## src/rtl/counter_pkg.sv

```systemverilog
// Shared definitions for the up/down counter family: FSM state encoding and default width.
package counter_pkg;

  localparam int DEFAULT_WIDTH = 4;

  typedef enum logic {
    IDLE = 1'b0,
    RUN  = 1'b1
  } state_t;

endpackage

```

## src/rtl/rbs_decrement.sv

```systemverilog
// WIDTH-bit ripple-borrow decrementer: a chain of half-subtractors with borrow-in tied to 1.
module rbs_decrement #(
  parameter int WIDTH = 4
) (
  input  logic [WIDTH-1:0] a,
  output logic [WIDTH-1:0] diff,
  output logic             borrow_out
);

  logic [WIDTH:0] borrow;

  assign borrow[0] = 1'b1;

  for (genvar i = 0; i < WIDTH; i++) begin : g_hs
    assign diff[i]       = a[i] ^ borrow[i];
    assign borrow[i + 1] = ~a[i] & borrow[i];
  end

  assign borrow_out = borrow[WIDTH];

endmodule

```

## src/rtl/down_counter_load.sv

```systemverilog
// Loadable down counter / countdown timer with optional auto-reload and a one-cycle expiry pulse.
module down_counter_load
  import counter_pkg::*;
#(
  parameter int WIDTH = DEFAULT_WIDTH
) (
  input  logic             clk,
  input  logic             reset,
  input  logic             load,
  input  logic [WIDTH-1:0] load_value,
  input  logic             enable,
  input  logic             auto_reload,
  output logic [WIDTH-1:0] count,
  output logic             zero,
  output logic             busy,
  output logic             expired
);

  localparam logic [WIDTH-1:0] ONE = WIDTH'(1);

  logic [WIDTH-1:0] count_q, count_d;
  logic [WIDTH-1:0] reload_q, reload_d;
  logic [WIDTH-1:0] dec_value;
  logic             expired_q, expired_d;
  logic             unused_borrow;
  state_t           state_q, state_d;

  rbs_decrement #(.WIDTH(WIDTH)) u_dec (
    .a          (count_q),
    .diff       (dec_value),
    .borrow_out (unused_borrow)
  );

  always_ff @(posedge clk or negedge reset) begin
    if (!reset) begin
      count_q   <= '0;
      reload_q  <= '0;
      state_q   <= IDLE;
      expired_q <= 1'b0;
    end else begin
      count_q   <= count_d;
      reload_q  <= reload_d;
      state_q   <= state_d;
      expired_q <= expired_d;
    end
  end

  // Decrement only happens in RUN, where count is never 0, so the chain never wraps.
  always_comb begin
    count_d   = count_q;
    reload_d  = reload_q;
    state_d   = state_q;
    expired_d = 1'b0;
    if (load) begin
      count_d  = load_value;
      reload_d = load_value;
      state_d  = (load_value != '0) ? RUN : IDLE;
    end else if (state_q == RUN && enable) begin
      if (count_q == ONE) begin
        expired_d = 1'b1;
        if (auto_reload) begin
          count_d = reload_q;
        end else begin
          count_d = '0;
          state_d = IDLE;
        end
      end else begin
        count_d = dec_value;
      end
    end
  end

  assign count   = count_q;
  assign zero    = (count_q == '0);
  assign busy    = (state_q == RUN);
  assign expired = expired_q;

endmodule

```

## config.mk

```make
export PLATFORM = sky130hd
export DESIGN_NAME = down_counter_load
export DESIGN_NICKNAME = d
export VERILOG_FILES = /design/src/rtl/counter_pkg.sv /design/src/rtl/rbs_decrement.sv /design/src/rtl/down_counter_load.sv
export SDC_FILE = /design/constraint.sdc
export NUM_CORES = 1
export LEC_CHECK = 0
export ABC_AREA = 0
export BUFFER_PORTS_ARGS = -buffer_cell sky130_fd_sc_hd__buf_2
export CAP_MARGIN = 30
export CORE_AREA = 2 2 39 41
export CTS_CLUSTER_DIAMETER = 120
export CTS_CLUSTER_SIZE = 30
export DETAILED_ROUTE_END_ITERATION = 8
export DIE_AREA = 0 0 41 43
export PLACE_DENSITY = 0.79
export SYNTH_ARGS = -nofsm -noshare
export SYNTH_HDL_FRONTEND = slang
export SYNTH_SLANG_ARGS = --single-unit
```

## constraint.sdc

```tcl
create_clock -name clk -period 2.1 [get_ports clk]
set_input_delay 0.105 -clock clk [delete_from_list [all_inputs] [get_ports clk]]
set_output_delay 0.105 -clock clk [all_outputs]
set_load 0.01 [all_outputs]
```

==> run summary <==
R2r setup slk: 0.60 ns
CTS buffer count: 3
Biggest fanout along the worst timing path: 4
Pleak: 0.0003327 uW
Synth cell types: 26
CP endpoint: count[2]$_DFFE_PN0P_
Yosys warning total: 0
N_diodes: 0
Final hold violation count: 0
Mapped Cells: 55
Top_reg_cell synth: dfrtp_1
Placement row count: 14
Synth-to-Final Area Change: 21.87%
Data arrival, critical path: 1.69 ns
GRT Overall Usage: 17.44%
GP Congestion: 0.8721
Worst r2r src: count[1]$_DFFE_PN0P_
Seq/Total Area, Yosys: 42.46%
Die ar.: 1763 um^2
Clock sink count: 10
Final slew viol count: 0
TritonCTS clock tree: built
# setup viols final: 0
Syn nets: 67
Final net count: 86
Congestion Overflow GR: 0
H-Tree Depth: 1
Largest net degree at the start of global routing: 18
Avg Inst Size Synth: 10.71 um^2
Final worst-path cycle share: 71.56%
Via density per instance: 5.315
Peak supply drop: 0.3712 mV
First-pass DRT Iterations: 4
Violation count after the first detailed-route iteration: 7
Tmin final: 1.503 ns
Worst skew pair latency: 0.26 ns
Unrepaired setup endpoints after global routing: no
Relative slew slack: 80.28%
Flops & latches, synth: 10
HP Class: in -> reg
Nature of the critical path endpoint: register
Root Buffer: clkbuf_4
Worst EP required: 2.29 ns
Async SR Flop Fraction: 100.0%
CTS clk-pin slew, worst paths: 0.07 ns
Die height: 43 um
First-pass GRT wire length: 2.111 mm
DP Wirelength: 883.9 um
Max Cap Viol: 0
Clock skew: 0.005760 ns
Setup TNS: 0 ns
I/O Buffers: 15
# IOs: 16
Via count: 473
Worst flop-to-flop path endpoint: count[2]$_DFFE_PN0P_
Inst Count DP: 84
Pwr Total: 530.4 uW
Layout cells sized above 1: 36.99%
Starting Density: 42.59%
CP Launch Type: register
Clk buf depth: 2
Post-Syn Area: 589.3 um^2
Worst Setup SP: count[1]$_DFFE_PN0P_
Initial antenna violation count: 0
Drc violations: 0
Post-cts resize count: 0
Kind of critical path: reg -> reg
Die Wd: 41 um
Fmax: 665.5 MHz
Core Box Area: 1384 um^2
Power density cells: 738.5 nW/um^2
Reg2Reg Depth: 5
Number of routed nets with antenna violations: 0
Vias in the first global route: 479
Post-Route WL: 1.157 mm
Status: finished, final reports clean
Worst Tran Pin Value: 0.2920 ns
Post-CTS Hold Fix Bufs: 1
Non-Filler Instances: 89
Average wire per standard cell: 13.00 um
# Post-CTS Setup Buffers: 0
Post-synth EDFFs: 0
-- worst min-delay path by stage --
stage,start,to,slack (ns),cells past startpoint
2_1_floorplan,reset,busy$_DFFE_PN0P_,-0.19,0
3_3_place_gp,reset,reload_q[0]$_DFFE_PN0P_,-0.02,1
3_5_place_dp,reset,busy$_DFFE_PN0P_,-0.02,1
4_1_cts,load_value[0],count[0]$_DFFE_PN0P_,0.09,3
5_1_grt,load_value[0],count[0]$_DFFE_PN0P_,0.1,3
6_report,load_value[0],count[0]$_DFFE_PN0P_,0.1,3
-- through the flow --
step / hold WS [ns] / instance area (um^2) / util, % / setup slack [ns]
2_1_floorplan: -0.1906 / 589.3 / - / 0.6825
3_3_place_gp: -0.02217 / 671.9 / 48.55 / 0.6786
3_5_place_dp: -0.02342 / 671.9 / 48.55 / 0.6294
4_1_cts: 0.08788 / 718.2 / 51.90 / 0.6050
5_1_grt: 0.09826 / 718.2 / 51.90 / 0.5131
6_report: 0.09618 / 718.2 / 51.90 / 0.5973
-- Yosys cell counts, drive strengths merged, types with 2 or more instances --
| library cell | n | share of area [%] |
|---|---|---|
| a22oi | 3 | 3.8 |
| buf | 2 | 2.1 |
| dfrtp | 10 | 42 |
| ha | 3 | 6.4 |
| inv | 4 | 2.5 |
| mux2 | 5 | 9.6 |
| nand2 | 5 | 3.2 |
| nand2b | 2 | 2.1 |
| nor2b | 3 | 3.2 |
| nor3b | 2 | 4.5 |
| o21ai | 5 | 4.9 |
| o41ai | 2 | 3.0 |
-- worst max-delay path: stages (launching register included) --
cell and delay, ns:
dfrtp_1 0.39, inv_1 0.08, ha_1 0.19, nor3b_4 0.29, mux2_2 0.38, o21ai_2 0.10
-- logic make-up after synthesis --
family | Yosys count | share of synthesized area (%)
and+or+nand+nor | 17 | 18.68
AOI/OAI and AO/OA | 14 | 18.26
DFF | 10 | 42.46
buffers and inverters | 6 | 4.670
muxes | 5 | 9.553
adders and majority gates | 3 | 6.370
-- power breakdown --
group / switching (uW) / internal (uW)
clock: 65.5 / 105
combinational: 63.6 / 63.6
sequential: 20.6 / 212
total: 150 / 381
-- area by class of cell --
cell class / count / area, um^2
well taps: 16 / 20.02
fillers: 128 / 665.6
inverters: 4 / 15.01
repair buffers: 16 / 85.08
clock buffers: 4 / 36.28
flip-flops and latches: 10 / 250.2
multi-input cells: 39 / 311.5
-- state kept, by name (all words and copies together) (netlist names) --
signal	count
expired	1
reload_q	4
busy	1
count	4
-- layout by cell type (no fill, tap or decap), drive strengths merged --
cell,synthesis,routed
a2111o,1,1
a21oi,1,1
a22oi,3,3
a31oi,1,1
and4b,1,1
buf,2,15
clkbuf,0,4
dfrtp,10,10
dlygate4sd3,0,1
ha,3,3
inv,4,4
mux2,5,5
nand2,5,5
nand2b,2,2
nand3,1,1
nor2,1,1
nor2b,3,3
nor3b,2,2
o21ai,5,5
o311ai,1,1
o41ai,2,2
or2,1,1
or3b,1,1
-- metal layers --
| metal | global-route usage [%] | vias to the layer above | share of wire [%] | wire, um |
|---|---|---|---|---|
| li1 | - | 234 | - | - |
| met4 | 4.000 | 0 | 0 | 0 |
| met1 | 25.91 | 226 | 44 | 514 |
| met5 | 0 | - | 0 | 0 |
| met3 | 4.712 | 0 | 6.9 | 80 |
| met2 | 24.69 | 13 | 49 | 562 |
Power figures use the tool's default switching activity.
